[src/rtl/serial_adder.sv]
// ---------------------------------------------------------------------------
// serial_adder
//
// Bit-serial unsigned adder built around a single 1-bit full-adder cell.
// A start pulse (accepted in IDLE or DONE) latches A, B and Cin. One bit pair
// per clock is then fed LSB first into the full adder. The carry circulates
// through a carry flip-flop, and each sum bit is shifted into the MSB of an
// internal result register. After WIDTH cycles the full result is copied to
// Sum/Cout and done pulses for one cycle.
//
// {Cout, Sum} = A + B + Cin  (unsigned, modulo 2^(WIDTH+1))
//
// Ports:
//   clk    in   1      rising-edge clock
//   rst    in   1      asynchronous active-high reset
//   start  in   1      request; sampled only when not busy
//   A      in   WIDTH  operand A, sampled with start
//   B      in   WIDTH  operand B, sampled with start
//   Cin    in   1      carry-in, sampled with start
//   busy   out  1      high while a serial add is in progress
//   done   out  1      one-cycle completion pulse
//   Sum    out  WIDTH  registered result, held between operations
//   Cout   out  1      registered final carry, held between operations
// ---------------------------------------------------------------------------
module serial_adder #(
    parameter int WIDTH = 8
) (
    input  logic             clk,
    input  logic             rst,
    input  logic             start,
    input  logic [WIDTH-1:0] A,
    input  logic [WIDTH-1:0] B,
    input  logic             Cin,
    output logic             busy,
    output logic             done,
    output logic [WIDTH-1:0] Sum,
    output logic             Cout
);

    localparam int CW = (WIDTH > 1) ? $clog2(WIDTH) : 1;

    typedef enum logic [1:0] {
        S_IDLE = 2'd0,
        S_RUN  = 2'd1,
        S_DONE = 2'd2
    } state_t;

    state_t           state_q, state_d;
    logic [WIDTH-1:0] a_q, a_d;
    logic [WIDTH-1:0] b_q, b_d;
    logic [WIDTH-1:0] res_q, res_d;
    logic             carry_q, carry_d;
    logic [CW-1:0]    cnt_q, cnt_d;
    logic [WIDTH-1:0] sum_q, sum_d;
    logic             cout_q, cout_d;

    // The single full-adder cell.
    logic fa_sum;
    logic fa_carry;
    logic last_bit;

    assign fa_sum   = a_q[0] ^ b_q[0] ^ carry_q;
    assign fa_carry = (a_q[0] & b_q[0]) | (a_q[0] & carry_q) | (b_q[0] & carry_q);
    assign last_bit = (cnt_q == CW'(WIDTH - 1));

    always_ff @(posedge clk or posedge rst) begin
        if (rst) begin
            state_q <= S_IDLE;
            a_q     <= '0;
            b_q     <= '0;
            res_q   <= '0;
            carry_q <= 1'b0;
            cnt_q   <= '0;
            sum_q   <= '0;
            cout_q  <= 1'b0;
        end else begin
            state_q <= state_d;
            a_q     <= a_d;
            b_q     <= b_d;
            res_q   <= res_d;
            carry_q <= carry_d;
            cnt_q   <= cnt_d;
            sum_q   <= sum_d;
            cout_q  <= cout_d;
        end
    end

    always_comb begin
        state_d = state_q;
        a_d     = a_q;
        b_d     = b_q;
        res_d   = res_q;
        carry_d = carry_q;
        cnt_d   = cnt_q;
        sum_d   = sum_q;
        cout_d  = cout_q;

        case (state_q)
            S_IDLE, S_DONE: begin
                if (start) begin
                    a_d     = A;
                    b_d     = B;
                    carry_d = Cin;
                    cnt_d   = '0;
                    state_d = S_RUN;
                end else begin
                    state_d = S_IDLE;
                end
            end

            S_RUN: begin
                // Sum bits enter at the MSB so that after WIDTH shifts
                // bit 0 has arrived at the LSB.
                res_d   = {fa_sum, res_q[WIDTH-1:1]};
                carry_d = fa_carry;
                a_d     = a_q >> 1;
                b_d     = b_q >> 1;
                cnt_d   = cnt_q + CW'(1);
                if (last_bit) begin
                    // Publish including this cycle's bit, which is not in
                    // res_q yet.
                    sum_d   = {fa_sum, res_q[WIDTH-1:1]};
                    cout_d  = fa_carry;
                    state_d = S_DONE;
                end
            end

            default: state_d = S_IDLE;
        endcase
    end

    // Decoded from the registered state, so both are glitch-free and
    // mutually exclusive by construction.
    assign busy = (state_q == S_RUN);
    assign done = (state_q == S_DONE);
    assign Sum  = sum_q;
    assign Cout = cout_q;

endmodule

[config.mk]
export PLATFORM = sky130hd
export DESIGN_NAME = serial_adder
export DESIGN_NICKNAME = d
export VERILOG_FILES = /design/src/rtl/serial_adder.sv
export SDC_FILE = /design/constraint.sdc
export NUM_CORES = 1
export LEC_CHECK = 0
export CAP_MARGIN = 10
export CORE_MARGIN = 3
export CORE_UTILIZATION = 55
export CTS_BUF_LIST = sky130_fd_sc_hd__clkbuf_16
export CTS_CLUSTER_DIAMETER = 150
export CTS_CLUSTER_SIZE = 12
export DETAILED_ROUTE_END_ITERATION = 16
export PLACE_DENSITY = 0.83
export SYNTH_ARGS = -nofsm -noshare
export SYNTH_HDL_FRONTEND = slang
export SYNTH_SLANG_ARGS = --single-unit
[constraint.sdc]
create_clock -name clk -period 3 [get_ports clk]
set_input_delay 0.6 -clock clk [delete_from_list [all_inputs] [get_ports clk]]
set_output_delay 0.6 -clock clk [all_outputs]
set_load 0.02 [all_outputs]
==> impl_metrics.yaml, run 1 <==
logic_synthesis:
  synthSimpleGateAreaFrac: 0.1679
  synthAdderAreaFrac: 0.02699
  synth.net_count: 171
  syn_avg_cell_area_um2: 11.28
  yosysWarnings: 0
  yosys-top-cells-count: "dfrtp_1 (38), nand2_1 (23), nor2_1 (15)"
  synth_top_area_share: 0.5697
  synth_area_leaders: "dfrtp_1 (57%), mux2_4 (8.1%), nand2_1 (5.2%), o22ai_1 (4.5%), nor3_1 (3.6%)"
  async_flop_share: 1.000
  syn_area_um2: 1669
  seq_area_frac_synth: 0.5697
  yosysTopAreaCell: "dfrtp_1"
  synth.most_common_cell: "dfrtp_1"
  synth_compound_area_frac: 0.09145
  synthXorXnorAreaFrac: 0
  synth_edf_count: 0
  synthMuxAreaShare: 0.1057
  ys.flop_type: "dfrtp_1"
  syn_inst: 148
  synth_top_family_by_area: "simple AND/OR/NAND/NOR gates"
  synth-seq-cells: 38
  ys_types: 25
route:
  wl_met2_um: 1681
  wl_met1_um: 1380
  drc: 0
  antenna_left: 0
  vias: 1203
  drtPass1Iterations: 4
  met3_length_um: 165
  top_layer_used: "met4"
  wirelength_um: 3280
  drtIter0Drc: 44
  vias_per_cell: 5.784
  wl_per_cell_um: 15.77
min_path:
  hold_class: "reg -> reg"
  holdPathEnd: "res_q[1]$_DFFE_PP0P_"
  hp-start: "res_q[1]$_DFFE_PP0P_"
  holdPathStages: 2
clock_tree:
  cts_tree: "yes"
  postCtsHoldBufs: 0
  numCtsBuffers: 5
  root_buffer: "clkbuf_16"
  cts_max_path_buffers: 2
  post_cts_buffers: 0
  htree_num_levels: 2
  cts_resized: 0
  cts_sinks: 38
  clk_pin_slew_ns: 0.05
  clkLatencyLatePin_ns: 0.28
timing:
  skew_ns: 0.003557
  setup_ws_ns: 0.3244
  post-route-period-util: 0.8919
  max_slew_margin: 0.6242
  tns_ns: 0
  worstMarginPinSlew_ns: 0.5637
  min_period_ns: 2.676
  finalHoldViolations: 0
  rsz0062_at_grt: "false"
  max_clock_freq_mhz: 373.7
  slew_viol_final: 0
  setup_violations: 0
job:
  cap_viol_max_count: 0
critical_path:
  worstPathMaxFanout: 23
  path_class: "reg -> out"
  r2r-end: "Cout$_DFFE_PP0P_"
  required_ns: 2.40
  worst-r2r-cell-count: 4
  critPathLaunchType: "flop"
  critPathArrivalTime_ns: 2.08
  crit_path_end_kind: "output pin"
  r2r_slack_ns: 1.29
  rr_startpoint: "state_q[0]$_DFFE_PP0P_"
pwr:
  sequentialPowerShare: 0.396
  p_switching_uw: 847.9
  power_leakage_nw: 0.9680
  combinationalPowerShare: 0.404
  power.density_nw_per_um2: 1128
  vdd_drop_max_v: 0.0007214
  total_power_mw: 2.366
  sw_frac_of_total: 0.3584
  p_int_mw: 1.518
  clkPwrFrac: 0.200
placed_design:
  place_congestion: 0.7345
  port_buffers: 30
  hpwlAfterDp_um: 2184
  dp_slack_ns: 0.6391
  place_inst: 201
floorplanning:
  die_w_um: 61.09
  num_rows: 19
  initial_core_util: 0.5900
  ios: 31
  die_y_um: 61.09
  core_area_um2: 2829
  die_area_um2: 3732
status:
  outcome: "finished clean"
final_layout:
  fin_nets: 200
  fin_cells: 208
  num_antenna_cells: 0
  syn2layout_area_growth_pct: 25.71
  drive_above_1_share: 0.1073
global_route:
  antenna_found_initial: 0
  grt_pass1_wl_um: 5506
  overflow: 0
  grt_max_degree: 39
  grt_pass1_vias: 1181
  grt_usage: 0.2051
[power groups by stage]
| stage | sequential [mW] | clock [mW] | combinational (mW) |
|---|---|---|---|
| 2_1_floorplan | 0.954 | 0 | 0.647 |
| 3_3_place_gp | 0.927 | 0 | 0.902 |
| 3_5_place_dp | 0.943 | 0 | 0.956 |
| 4_1_cts | 0.937 | 0.481 | 0.965 |
| 5_1_grt | 0.975 | 0.506 | 1.06 |
| 6_report | 0.937 | 0.473 | 0.956 |
[registers in the layout, indices dropped and copies added (netlist names)]
register,flops
Sum,8
state_q,2
b_q,8
Cout,1
res_q,7
carry_q,1
cnt_q,3
a_q,8
[worst max-delay path by stage]
stage                           startpoint    to  slack [ns]  cells past startpoint
detailed placement  state_q[0]$_DFFE_PP0P_  busy        0.64                      3
global route        state_q[0]$_DFFE_PP0P_  busy        0.20                      3
CTS                 state_q[0]$_DFFE_PP0P_  busy        0.33                      3
global placement    state_q[0]$_DFFE_PP0P_  busy        0.70                      3
floorplan           state_q[1]$_DFFE_PP0P_  busy        1.45                      4
finish              state_q[0]$_DFFE_PP0P_  busy        0.32                      3
[metal layers]
layer / GRT usage / vias to the layer above
li1: - / 570
met2: 0.3414 / 37
met4: 0.06811 / 0
met5: 0 / -
met1: 0.2469 / 589
met3: 0.07547 / 7
[critical path: stages (launching register included)]
cell and delay [ns]:
dfrtp_1 0.60, nand2b_4 0.24, inv_4 0.28, clkdlybuf4s50_1 0.66
[placed cells by master (no fill, tap or decap)]
cell,instances
inv_1,4
buf_4,1
and2b_1,1
nand2_8,1
clkdlybuf4s50_1,30
nor2_1,15
a22o_1,4
fa_1,1
a211oi_1,3
mux2_2,1
inv_4,1
nand2b_4,1
mux2_4,9
a21oi_1,3
nand2b_1,1
ha_1,2
o22ai_1,12
nand2_1,23
mux2i_1,3
nand3_1,1
clkbuf_16,5
o21ai_0,1
dfrtp_1,38
nor3_1,12
nor2b_1,4
[cell families (layout without fill, tap and decap cells)]
| logic type | count (synthesis) | count (layout) |
|---|---|---|
| buffers and inverters | 12 | 41 |
| adders and majority gates | 3 | 3 |
| muxes | 13 | 13 |
| AOI/OAI and AO/OA | 23 | 23 |
| and+or+nand+nor | 59 | 59 |
| DFF | 38 | 38 |
[metrics by stage]
stage | hold WS (ns) | instance area, um2 | utilization
floorplan | 0.4459 | 1669 | -
global placement | 0.4666 | 1966 | 0.6948
detailed placement | 0.4838 | 1966 | 0.6948
CTS | 0.4952 | 2098 | 0.7417
global route | 0.5182 | 2098 | 0.7417
finish | 0.4934 | 2098 | 0.7417
[layout make-up]
cell class / count / area, um2
flip-flops and latches: 38 / 950.9
fillers: 205 / 730.7
multi-input cells: 98 / 654.4
repair buffers: 31 / 307.8
clock buffers: 5 / 125.1
well taps: 31 / 38.79
inverters: 3 / 13.76
clock inverters: 2 / 7.507
Note: power is estimated with default switching activity, not from simulation.
==> run 2: changes to the inputs <==
Settings changed: CORE_ASPECT_RATIO set to 1.75, REMOVE_ABC_BUFFERS set to 1.
==> impl_metrics.yaml, run 2 (synthesized netlist as in run 1, its figures left out) <==
pwr:
  clkPwrFrac: 0.237
  p_switching_uw: 871.3
  power.density_nw_per_um2: 1165
  combinationalPowerShare: 0.382
  power_leakage_nw: 0.9793
  sequentialPowerShare: 0.382
  vdd_drop_max_v: 0.0007833
  p_int_mw: 1.606
  sw_frac_of_total: 0.3517
  total_power_mw: 2.477
floorplanning:
  initial_core_util: 0.5929
  die_w_um: 47.64
  die_area_um2: 3758
  die_y_um: 78.88
  core_area_um2: 2815
  ios: 31
  num_rows: 25
timing:
  min_period_ns: 2.682
  skew_ns: 0.003829
  slew_viol_final: 0
  setup_violations: 0
  finalHoldViolations: 0
  max_slew_margin: 0.6325
  max_clock_freq_mhz: 372.9
  worstMarginPinSlew_ns: 0.5512
  rsz0062_at_grt: "false"
  post-route-period-util: 0.8940
  tns_ns: 0
clock_tree:
  clk_pin_slew_ns: 0.06
  htree_num_levels: 2
  cts_sinks: 38
  cts_resized: 0
  cts_tree: "yes"
  postCtsHoldBufs: 0
  clkLatencyLatePin_ns: 0.28
  post_cts_buffers: 0
  cts_max_path_buffers: 2
  root_buffer: "clkbuf_16"
  numCtsBuffers: 5
global_route:
  grt_pass1_vias: 1258
  antenna_found_initial: 0
  grt_pass1_wl_um: 5727
  grt_max_degree: 39
  overflow: 0
  grt_usage: 0.2207
placed_design:
  port_buffers: 30
  place_area_um2: 1961
  hpwlAfterDp_um: 2452
  place_congestion: 0.7594
critical_path:
  worstPathMaxFanout: 23
  worst-r2r-cell-count: 4
  critPathArrivalTime_ns: 2.08
  path_class: "reg -> out"
  required_ns: 2.40
  crit_path_end_kind: "output pin"
  critPathLaunchType: "flop"
final_layout:
  utilization: 0.7551
  fin_nets: 200
  mostFrequentLayoutCells: "dfrtp_1 (38), clkdlybuf4s50_1 (30), nand2_1 (23)"
  num_antenna_cells: 0
  drive_above_1_share: 0.1236
  syn2layout_area_growth_pct: 27.36
  final_area_um2: 2126
  final_common_cell: "dfrtp_1"
route:
  drc: 0
  antenna_left: 0
  wl_per_cell_um: 16.98
  vias: 1208
  drtPass1Iterations: 4
  wirelength_um: 3480
  drtIter0Drc: 29
  vias_per_cell: 5.893
status:
  outcome: "finished clean"
min_path:
  holdPathStages: 2
  hold_class: "reg -> reg"
job:
  cap_viol_max_count: 0
-- run 2: layout make-up --
type / instances / area, um2
clock buffers: 5 / 125.1
clock inverters: 3 / 40.04
fillers: 197 / 689.4
inverters: 3 / 13.76
multi-input cells: 98 / 654.4
flip-flops and latches: 38 / 950.9
well taps: 27 / 33.78
repair buffers: 31 / 307.8
-- run 2: through the flow --
| step | hold slack, ns | worst slack (ns) | std cells |
|---|---|---|---|
| final | 0.4875 | 0.3180 | 205 |
| after global routing | 0.5216 | 0.2023 | 205 |
| after CTS | 0.4932 | 0.3374 | 205 |
| after detailed placement | 0.4806 | 0.6459 | 197 |
| after global placement | 0.4633 | 0.7047 | 197 |
| after floorplan | 0.4459 | 1.450 | 139 |
-- run 2: layer usage --
layer / GRT usage / part of all wire / vias up
li1: - / - / 565
met1: 0.2288 / 0.38 / 586
met2: 0.3642 / 0.53 / 44
met3: 0.06122 / 0.054 / 13
met4: 0.1402 / 0.040 / 0
met5: 0 / 0 / -
-- run 2: power groups by stage --
stage / clock network [mW] / registers [mW] / logic [mW]
global route: 0.619 / 0.972 / 1.06
CTS: 0.597 / 0.943 / 0.956
floorplan: 0 / 0.968 / 0.592
global placement: 0 / 0.929 / 0.903
finish: 0.586 / 0.946 / 0.946
detailed placement: 0 / 0.951 / 0.949
-- run 2: final timing paths --
kind | start | to | slack [ns]
worst max register to register | state_q[0]$_DFFE_PP0P_ | Sum[1]$_DFFE_PP0P_ | 1.28
worst min register to register | res_q[1]$_DFFE_PP0P_ | res_q[1]$_DFFE_PP0P_ | 0.49
worst max-delay path | state_q[0]$_DFFE_PP0P_ | busy | 0.32
min in group asynchronous | rst | res_q[1]$_DFFE_PP0P_ | 0.72
worst min-delay path | res_q[1]$_DFFE_PP0P_ | res_q[1]$_DFFE_PP0P_ | 0.49
max in group asynchronous | rst | state_q[0]$_DFFE_PP0P_ | 1.95
-- run 2: critical path, stage by stage (launching register included) --
cell,delay (ns)
dfrtp_1,0.60
nand2b_4,0.24
inv_4,0.29
clkdlybuf4s50_1,0.66
==> run 3: changes to the inputs <==
==> constraint.sdc (replaced) <==
create_clock -name clk -period 3 [get_ports clk]
set_input_delay 0.3 -clock clk [delete_from_list [all_inputs] [get_ports clk]]
set_output_delay 0.3 -clock clk [all_outputs]
set_load 0.02 [all_outputs]
==> results of run 3 <==
Same layout as run 2 (identical final DEF). Status: finished clean.
Main changes from that run: setup slack after placement 0.6459 ns -> 0.9459 ns; setup slack after layout 0.3180 ns -> 0.6180 ns; hold slack 0.4875 ns -> 0.4240 ns
==> edit (settings of run 1) <==
Take the reset off `sum_q` and load it in a clocked block of its own.
--- a/src/rtl/serial_adder.sv
+++ b/src/rtl/serial_adder.sv
@@ -71,7 +71,6 @@
             res_q   <= '0;
             carry_q <= 1'b0;
             cnt_q   <= '0;
-            sum_q   <= '0;
             cout_q  <= 1'b0;
         end else begin
             state_q <= state_d;
@@ -80,9 +79,12 @@
             res_q   <= res_d;
             carry_q <= carry_d;
             cnt_q   <= cnt_d;
-            sum_q   <= sum_d;
             cout_q  <= cout_d;
         end
+    end
+
+    always_ff @(posedge clk) begin
+        sum_q <= sum_d;
     end
 
     always_comb begin
Function: differs if rst is asserted again (counterexample within 10 cycles, from zero or initial values and one cycle with rst high); with rst held inactive, the same outputs for 10 cycles.
==> edit against run 1 <==
Non-clock buffer count is 1 higher. Sequential cell count unchanged. Sequential share of layout area rose by 3.2 points. Count of clock-buffer cells in the layout unchanged. Routed wire length shrank 5.1%. Area after synthesis down 2.9%. Final area decreased by 2.6%. Power decreased by 11%. Setup slack got worse by 140 ps.
==> edit: results (changes against run 1) <==
| Metric | Value |
|---|---|
| Slew at the pin closest to its max-slew limit | 555 ps (was 564 ps) |
| Worst hold slack | 470 ps (was 493 ps) |
| Delay-heaviest family, CP | buffers and inverters (unchanged) |
| Hold depth | 0 (was 2) |
| GRT met3 Usage | 0.0778 (was 0.0755) |
| Reg2reg setup slack | 1020 ps (was 1290 ps) |
| WL met1 | 1.33 mm (was 1.38 mm) |
| Routed len/inst | 15.3 um (was 15.8 um) |
| Peak supply drop | 0.000810 V (was 0.000721 V) |
| Pleak | 0.858 nW (was 0.968 nW) |
| Compound-Gate Fraction of Synth Area | 0.102 (was 0.0915) |
| CP Max Fanout | 22 (was 23) |
| Total GRT Usage | 0.200 (was 0.205) |
| Post-DP HPWL | 2.07 mm (was 2.18 mm) |
| Share of layout cells above drive strength 1 | 0.0694 (was 0.107) |
| Worst Setup Slack post-DPL | 501 ps (was 639 ps) |
| Syn avg cell area | 11.4 um^2 (was 11.3 um^2) |
| Final WL | 3.11 mm (was 3.28 mm) |
| Met3 routed WL | 206 um (was 165 um) |
| FFs w/ async S/R, synth | 0.789 (was 1.00) |
| Highest clock rate | 0.355 GHz (was 0.374 GHz) |
| Dpl cell area | 0.00191 mm^2 (was 0.00197 mm^2) |
| Layout Skew | 4.36 ps (was 3.56 ps) |
| Initial drt markers | 30 (was 44) |
| Most frequent cells after synthesis | 30 x dfrtp_1, 23 x nand2_1, 13 x nor2_1 (was 38 x dfrtp_1, 23 x nand2_1, 15 x nor2_1) |
| GP Congestion | 0.809 (was 0.735) |
| Pin count of the biggest net entering global routing | 31 (was 39) |
| Synth top area cells | dfrtp_1 46%, edfxtp_1 15%, nand2_1 5.3%, o22ai_1 3.9%, mux2i_1 3.1% (was dfrtp_1 57%, mux2_4 8.1%, nand2_1 5.2%, o22ai_1 4.5%, nor3_1 3.6%) |
| Synth Area in Adders | 0.0278 (was 0.0270) |
| Slowest cell on crit path | dfrtp_1 (was clkdlybuf4s50_1) |
| Register area share after synthesis | 0.612 (was 0.570) |
| Met2 WL | 1.48 mm (was 1.68 mm) |
| # nets final | 195 (was 200) |
| Slowest stage delay, CP | 690 ps (was 660 ps) |
| M1 GR Usage | 0.249 (was 0.247) |
| Syn Nets | 165 (was 171) |
| Distinct cells, synth | 26 (was 25) |
| Outcome | finished, final reports clean (unchanged) |
| Mux share of post-synthesis cell area | 0.0471 (was 0.106) |
| Global-route wire length before repair | 5.09 mm (was 5.51 mm) |
| Post-synth EDFFs | 8 (was 0) |
| DR vias | 1127 (was 1203) |
## edit: cell types whose count changed after synthesis, moves of 2 or more
cell | run 1 | this run
a211oi_1 | 3 | 5
a21oi_1 | 3 | 5
buf_2 | 7 | 5
buf_6 | 1 | 3
dfrtp_1 | 38 | 30
edfxtp_1 | 0 | 8
mux2_4 | 9 | 1
mux2i_1 | 3 | 5
nor2_1 | 15 | 13
nor2b_1 | 4 | 7
nor3_1 | 12 | 10
o22ai_1 | 12 | 10
## edit: area by class of cell
| class | count | area (um^2) |
|---|---|---|
| Tap cell | 31 | 38.8 |
| Fill cell | 190 | 737 |
| Clock buffer | 5 | 125 |
| Clock inverter | 3 | 11.3 |
| Sequential cell | 38 | 991 |
| Inverter | 2 | 7.51 |
| Timing Repair Buffer | 32 | 315 |
| Multi-Input combinational cell | 93 | 556 |
## edit: report_power, final
group          switching [mW]  leakage, nW  internal, mW
Combinational           0.368        0.349         0.334
Sequential              0.174        0.435         0.759
Clock                   0.181       0.0738         0.298
Total                   0.724        0.858          1.39
